<file path="src/rtl/router_out_drain.sv">
// router_out_drain: read-side drain controller for one router output port.
// Pops the port FIFO, delineates packets, checks parity, streams bytes out.
module router_out_drain #(
  parameter int SKID_DEPTH = 2,
  parameter int WARN_LIMIT = 24
) (
  input  logic       clock,
  input  logic       resetn,
  input  logic       vld_out,
  input  logic [7:0] data_out,
  input  logic       soft_reset,
  output logic       read_enb,
  output logic       m_valid,
  input  logic       m_ready,
  output logic [7:0] m_data,
  output logic       m_sop,
  output logic       m_eop,
  output logic       pkt_done,
  output logic       parity_err,
  output logic       pkt_abort,
  output logic       stall_warn
);

  localparam int PW = (SKID_DEPTH > 1) ? $clog2(SKID_DEPTH) : 1;
  localparam int CW = $clog2(SKID_DEPTH + 1);

  typedef enum logic [1:0] {
    HDR = 2'd0,
    PAY = 2'd1,
    PAR = 2'd2
  } state_t;

  // skid storage (data path only, no reset needed)
  logic [7:0] dat_mem [SKID_DEPTH];
  logic       sop_mem [SKID_DEPTH];
  logic       eop_mem [SKID_DEPTH];

  logic [PW-1:0] wr_ptr_q, wr_ptr_d;
  logic [PW-1:0] rd_ptr_q, rd_ptr_d;
  logic [CW-1:0] occ_q, occ_d;
  logic          inflight_q, inflight_d;
  state_t        state_q, state_d;
  logic [5:0]    rem_q, rem_d;
  logic [7:0]    xor_q, xor_d;
  logic          done_q, done_d;
  logic          err_q, err_d;
  logic          abort_q, abort_d;
  logic [4:0]    stall_q, stall_d;

  logic          push;
  logic          pop;
  logic          tag_sop;
  logic          tag_eop;
  logic [CW:0]   need;

  // stream outputs come straight from the skid head
  always_comb begin
    m_valid = (occ_q != '0);
    m_data  = m_valid ? dat_mem[rd_ptr_q] : 8'h00;
    m_sop   = m_valid ? sop_mem[rd_ptr_q] : 1'b0;
    m_eop   = m_valid ? eop_mem[rd_ptr_q] : 1'b0;
  end

  // FIFO pop request: only when the skid can absorb the returning byte
  always_comb begin
    pop  = m_valid & m_ready;
    need = {1'b0, occ_q}
         + (CW+1)'(inflight_q)
         - (CW+1)'(pop);
    read_enb = resetn & vld_out & ~soft_reset
             & (need < (CW+1)'(SKID_DEPTH));
  end

  assign push       = inflight_q & ~soft_reset;
  assign tag_sop    = (state_q == HDR);
  assign tag_eop    = (state_q == PAR);
  assign pkt_done   = done_q;
  assign parity_err = err_q;
  assign pkt_abort  = abort_q;
  assign stall_warn = (stall_q >= 5'(WARN_LIMIT));

  // next-state: skid pointers, packet FSM, pulses and stall counter
  always_comb begin
    wr_ptr_d   = wr_ptr_q;
    rd_ptr_d   = rd_ptr_q;
    occ_d      = occ_q;
    state_d    = state_q;
    rem_d      = rem_q;
    xor_d      = xor_q;
    done_d     = 1'b0;
    err_d      = 1'b0;
    abort_d    = 1'b0;
    inflight_d = read_enb;
    stall_d    = stall_q;

    if (soft_reset) begin
      wr_ptr_d = '0;
      rd_ptr_d = '0;
      occ_d    = '0;
      state_d  = HDR;
      rem_d    = '0;
      xor_d    = '0;
      abort_d  = (state_q != HDR) | (occ_q != '0);
    end else begin
      if (push) begin
        if (wr_ptr_q == PW'(SKID_DEPTH - 1)) wr_ptr_d = '0;
        else wr_ptr_d = wr_ptr_q + 1'b1;
      end
      if (pop) begin
        if (rd_ptr_q == PW'(SKID_DEPTH - 1)) rd_ptr_d = '0;
        else rd_ptr_d = rd_ptr_q + 1'b1;
      end
      occ_d = occ_q + CW'(push) - CW'(pop);

      if (push) begin
        unique case (state_q)
          HDR: begin
            rem_d   = data_out[7:2];
            xor_d   = data_out;
            state_d = (data_out[7:2] != 6'd0) ? PAY : PAR;
          end
          PAY: begin
            rem_d   = rem_q - 6'd1;
            xor_d   = xor_q ^ data_out;
            state_d = (rem_q == 6'd1) ? PAR : PAY;
          end
          PAR: begin
            done_d  = 1'b1;
            err_d   = (data_out != xor_q);
            xor_d   = '0;
            state_d = HDR;
          end
          default: state_d = HDR;
        endcase
      end
    end

    if (soft_reset | ~vld_out | read_enb) stall_d = '0;
    else if (stall_q != 5'd31) stall_d = stall_q + 5'd1;
  end

  // control state, cleared asynchronously
  always_ff @(posedge clock or negedge resetn) begin
    if (!resetn) begin
      wr_ptr_q   <= '0;
      rd_ptr_q   <= '0;
      occ_q      <= '0;
      inflight_q <= 1'b0;
      state_q    <= HDR;
      rem_q      <= '0;
      xor_q      <= '0;
      done_q     <= 1'b0;
      err_q      <= 1'b0;
      abort_q    <= 1'b0;
      stall_q    <= '0;
    end else begin
      wr_ptr_q   <= wr_ptr_d;
      rd_ptr_q   <= rd_ptr_d;
      occ_q      <= occ_d;
      inflight_q <= inflight_d;
      state_q    <= state_d;
      rem_q      <= rem_d;
      xor_q      <= xor_d;
      done_q     <= done_d;
      err_q      <= err_d;
      abort_q    <= abort_d;
      stall_q    <= stall_d;
    end
  end

  // capture the returning FIFO byte with its packet tags
  always_ff @(posedge clock) begin
    if (push) begin
      dat_mem[wr_ptr_q] <= data_out;
      sop_mem[wr_ptr_q] <= tag_sop;
      eop_mem[wr_ptr_q] <= tag_eop;
    end
  end

endmodule

</file>
<file path="config.mk">
export PLATFORM = sky130hd
export DESIGN_NAME = router_out_drain
export DESIGN_NICKNAME = d
export VERILOG_FILES = /design/src/rtl/router_out_drain.sv
export SDC_FILE = /design/constraint.sdc
export NUM_CORES = 1
export LEC_CHECK = 0
export CAP_MARGIN = 5
export CORE_UTILIZATION = 27
export CTS_CLUSTER_DIAMETER = 150
export DETAILED_ROUTE_END_ITERATION = 12
export PLACE_DENSITY_LB_ADDON = 0.08
export RECOVER_POWER = 25
export SYNTH_ARGS = -nofsm -noshare
export SYNTH_HDL_FRONTEND = slang
export SYNTH_SLANG_ARGS = --single-unit
export TNS_END_PERCENT = 10
</file>
<file path="constraint.sdc">
create_clock -name clock -period 1.8 [get_ports clock]
set_input_delay 0.18 -clock clock [delete_from_list [all_inputs] [get_ports clock]]
set_output_delay 0.18 -clock clock [all_outputs]
set_load 0.02 [all_outputs]
</file>
* Word level (Yosys, flattened, before mapping)
Memory sizes are Yosys's and may differ from the RTL's. Index checks and enable logic that the tools add are counted.
Cells by class: bitwise logic cells 11, divide/modulo/power cells 0, equality and inequality tests 5, mux-type cells 32, shift operators 0, $add $sub $neg 8, magnitude comparators 2, reductions and logical operators 11, multipliers 0
Operators by type and width (count):
- two-way mux 8 bit | 3
- case mux 8 bit (3 select lines) | 1
- two-way mux 1 bit | 17
- two-way mux 6 bit | 2
- case mux 6 bit (2 select lines) | 1
- two-way mux 2 bit | 5
- two-way mux 5 bit | 2
- nonzero test 2 bit | 5
- != test 8 bit | 1
- XOR 8 bit | 1
- equality test 6 x 1 -> 1 bit, second input constant | 1
- nonzero test 6 bit | 1
- subtractor 6 x 1 -> 6 bit, second input constant | 1
- adder 5 x 1 -> 5 bit, second input constant | 1
- bitwise AND 1 bit | 5
- >= comparator 5 bit, second input constant | 1
- != test 5 bit, second input constant | 1
- case mux 2 bit (2 select lines) | 1
- AND reduction 2 bit | 2
- nonzero test 4 bit | 1
- adder 2 x 1 -> 3 bit | 1
- < comparator 3 x 2 -> 1 bit, second input constant | 1
- bitwise OR 1 bit | 3
- nonzero test 3 bit | 1
- 8 further kinds | 10
Storage, ports and cells: memories 3, output and inout bits 16, bits of input ports 13, logic and storage cells 83, flip-flop bits (word level) 29, RAM bits 20, latch bits 0, memory bits (read-only) 0
Memories:
- dat_mem | words 2, bits a word 8, rd ports 1, clocked after memory_dff 0, write ports 1, RTL line 34 | logic [7:0] dat_mem [SKID_DEPTH];
- eop_mem | words 2, bits a word 1, rd ports 1, clocked after memory_dff 0, write ports 1, RTL line 36 | logic eop_mem [SKID_DEPTH];
- sop_mem | words 2, bits a word 1, rd ports 1, clocked after memory_dff 0, write ports 1, RTL line 35 | logic sop_mem [SKID_DEPTH];

* Logic depth before layout (Yosys ltp)
word-level depth 7, gate-level depth with buffers 10, gate-level depth less buffers 8

* Worst setup path after synthesis
OpenSTA, ideal clock, no wires.
path type reg2reg, start point register occ_q[1], end point register inflight_q, buffers on the path 0, required time 1.611 ns, data arrival time 2.067 ns, slack -0.456 ns, library setup time 0.189 ns, stages on the path, launching flop included 7, period minus slack after synthesis 2.256 ns, path through dfrtp_1 > o21ai_0 > nor2_1 > fa_1 > xnor2_1 > nand3_1 > nor3b_1
Between the ends: cells in the longest elaborated chain, start to end 5, elaborated cells on any way between the ends 6
Ends and longest elaborated chain:
- from (decl) | RTL line 40 | logic [CW-1:0] occ_q, occ_d;
- from (signal assigned) | RTL line 147 | occ_q <= '0;
- from (signal assigned) | RTL line 159 | occ_q <= occ_d;
- parallel branches: the longest is 2 deep, another holds adder 2 x 1 -> 3 bit
- subtractor 3 x 1 -> 3 bit (*) | RTL line 69 | - (CW+1)'(pop);
- < comparator 3 x 2 -> 1 bit (*) | RTL line 71 | & (need < (CW+1)'(SKID_DEPTH));
- bitwise AND 1 bit (*) | RTL line 71
- named net read_enb | RTL line 12 | output logic read_enb,
- to (signal assigned) | RTL line 160 | inflight_q <= inflight_d;
- to (decl) | RTL line 41 | logic inflight_q, inflight_d;
Mark *: on every way through the listed nets, which the timed path passes. A chain may end at the register's enable or synchronous reset.

* Worst setup path after layout
start point register occ_q[1], end point output read_enb
Between the ends: cells in the longest elaborated chain, start to end 5, elaborated cells on any way between the ends 6
Ends and longest elaborated chain (RTL line):
- parallel branches: the longest is 2 deep, another holds adder 2 x 1 -> 3 bit
- subtractor 3 x 1 -> 3 bit (*) | 69
- < comparator 3 x 2 -> 1 bit (*) | 71
- bitwise AND 1 bit (*) | 71
- to (decl) | 12
Mark *: on every way between the ends.

==> qor.txt <==
Core Area: 9240 um2
Slew HR: 71.3%
count of input and output buffers: 28
yosys warns: 0
drt first pass iters: 4
DR WL/cell: 13.6 um
Slew @ Worst Pin: 0.430 ns
vias in the first global route: 1844
synthesis-to-finish area growth: 25.7%
critical path class: reg2out
CTS tree: done
CTS Buf Count: 5
Final min period: 2.11 ns
critical-path maximum fanout: 2
Cells after DPL: 416
final worst setup slack: -0.314 ns
maximum VDD drop: 0.000317 V
antenna viol nets, final: 0
H-tree depth: 2
Async SR Flop Fraction: 59.2%
drt total wl: 5760 um
GP Congestion: 0.774
Finished Layout Cells: 424
Die X: 99.8 um
Max-Cap Viols: 0
# fillers: 945
leakage: 1.35 nW
Synth Area per Inst: 10.5 um2
Worst Path Required: 1.62 ns
DP HPWL: 4200 um
vias: 1851
crit path from: occ_q[1]
post-synth top area share: 28.1%
fin util: 35.1%
Clock Skew: 0.00887 ns
initial antenna violation count: 0
sequential area share after synthesis: 51.4%
worst hold slack: 0.422 ns
Initial Util: 27.9%
FP Rows: 35
syn nets: 270
CP endpoint kind: primary output
power per cell area: 1010 nW/um2
DRC Markers: 0
first-pass GRT wire length: 9550 um
root buf cell: clkbuf_8
Slew Limit Fails: 0
fmax: 473 MHz
Netlist cell types: 40
startpoint types: flop
Final nets: 318
total global routing overflow: 0
die height: 99.8 um
worst-skew pair later-pin latency: 0.30 ns
fin area: 3240 um2
DIE AREA: 9960 um2
post-synth top area cell: dfrtp_1
Post-Syn Area: 2580 um2
Worst EP arrival: 1.93 ns
failing checks: negative setup slack
layout cells sized above 1: 16.3%
I/O Pins: 29
GRT Util Overall: 12.4%
reg2reg start: inflight_q
unrepaired setup endpoints after global routing: true
ant diodes: 0
Tot Pwr: 0.00328 W
dominant cells by area after synthesis: dfrtp_1 28%, edfxtp_1 23%, mux2i_1 5.0%
pin count of the biggest net entering global routing: 30
Hold Buf Count CTS: 0
Detailed Route Iter0 Violations: 56
outcome: finished, violations left
worst min path class: in2async
number of flops mapped to enable cells by yosys: 20
Placement Cell Area: 3160 um2
post-synthesis register bit count: 49
Clock transition at path regs: 0.09 ns
Setup-failing EPs final: 2
Final Cycle Share: 117%
Clock Sinks: 49
CTS max path bufs: 2
Post CTS Setup Buffer Count: 0
Fin. Hold Viols: 0
DR vias/cell: 4.37
Register-to-Register Setup Slack: -0.02 ns
Syn Inst Count: 246
ys flop type: dfrtp_1
## worst max-delay path: stages, from the launching register on
cell,delay (ns)
dfrtp_2,0.43
o21ai_2,0.14
nor2_2,0.06
fa_2,0.53
nand3_2,0.12
nor3b_4,0.22
buf_6,0.14
## cell usage in the layout (no fill, tap or decap), drive strengths merged, types with 2 or more instances in the layout
cell type      instances
ha                    10
o21ai                 30
nand2                 16
and2                   5
nand3                  8
and3                   2
nor3                   2
nor2                  33
clkinv                 2
clkdlybuf4s50         10
a2bb2oi                2
nor4                   4
nand3b                 5
mux2i                 13
dlygate4sd3            6
buf                   23
dlygate4sd2           11
a32oi                  2
nor3b                  2
nor2b                  4
clkbuf                 6
xnor2                  4
xor2                  13
inv                   13
a21boi                 2
dfrtp                 29
a21oi                 11
edfxtp                20
## metal layers
layer	vias up	global-route usage (%)	wire length (um)
li1	939	-	-
met1	878	16.7	2850
met2	30	20.7	2710
met3	4	2.16	150
met4	0	3.39	53
met5	-	0	0
## layout make-up
class                      count  area, um2  share of cell area [%]
sequential                    49       1330                    41.0
multi-input combinational    174       1170                    35.9
timing repair buffer          51        453                    14.0
tap                          129        161                    4.97
clock buffer                   5       68.8                    2.12
inverter                      13       48.8                    1.50
clock inverter                 3       17.5                   0.540
## flip-flops by register name, summed over array words and instances (netlist names), 2 cells and up
name	cells
xor_q	8
stall_q	5
eop_mem	2
dat_mem	16
sop_mem	2
state_q	2
occ_q	2
rem_q	6
## logic make-up (layout without fill, tap and decap cells)
group | Yosys count | in the layout | synth area share, %
AO/OA/AOI/OAI | 50 | 50 | 11.5
XOR/XNOR | 17 | 17 | 5.77
adder cells (fa/ha/maj) | 11 | 11 | 5.62
buffers and inverters | 23 | 72 | 4.80
flip-flops | 49 | 49 | 51.4
multiplexers | 13 | 13 | 5.04
AND/OR/NAND/NOR | 83 | 83 | 15.9
## synth_stat cells (2+ instances only)
master	instances
a21oi_1	10
o21ai_1	5
buf_4	3
nor2_1	32
a2bb2oi_1	2
o21ai_0	24
a32oi_1	2
nand3b_1	5
edfxtp_1	20
mux2i_1	13
and2_1	4
buf_2	3
nand2_1	16
buf_6	3
dfrtp_1	29
nand3_1	8
nor2b_1	3
ha_1	10
and3_1	2
xnor2_1	4
nor4_1	4
nor3b_1	2
xor2_1	13
nor3_1	2
inv_1	12
## metrics by stage
stage,setup TNS (ns),setup WS (ns)
global placement,-2.34,-0.749
global route,-0.950,-0.411
detailed placement,-2.58,-0.779
floorplan,0,0.0000513
CTS,-0.463,-0.344
finish,-0.338,-0.314
## power breakdown
group | switching [W] | leakage [nW] | internal, W
Clock | 0.000371 | 0.0439 | 0.000269
Sequential | 0.000105 | 0.578 | 0.00127
Combinational | 0.000689 | 0.727 | 0.000581
## repair_timing
action	4_1_cts	5_1_grt
pin swaps	1	6
setup endpoints to repair	18	18
resized for setup	18	3
## path summary, 6_finish.rpt
kind	end	cells after the start
max	read_enb	6
min	pkt_done	2
max reg2reg	occ_q[1]	10
min reg2reg	rem_q[5]	2
max in group asynchronous	rd_ptr_q	2
min in group clock	inflight_q	2
Note: power is estimated with default switching activity, not from simulation.
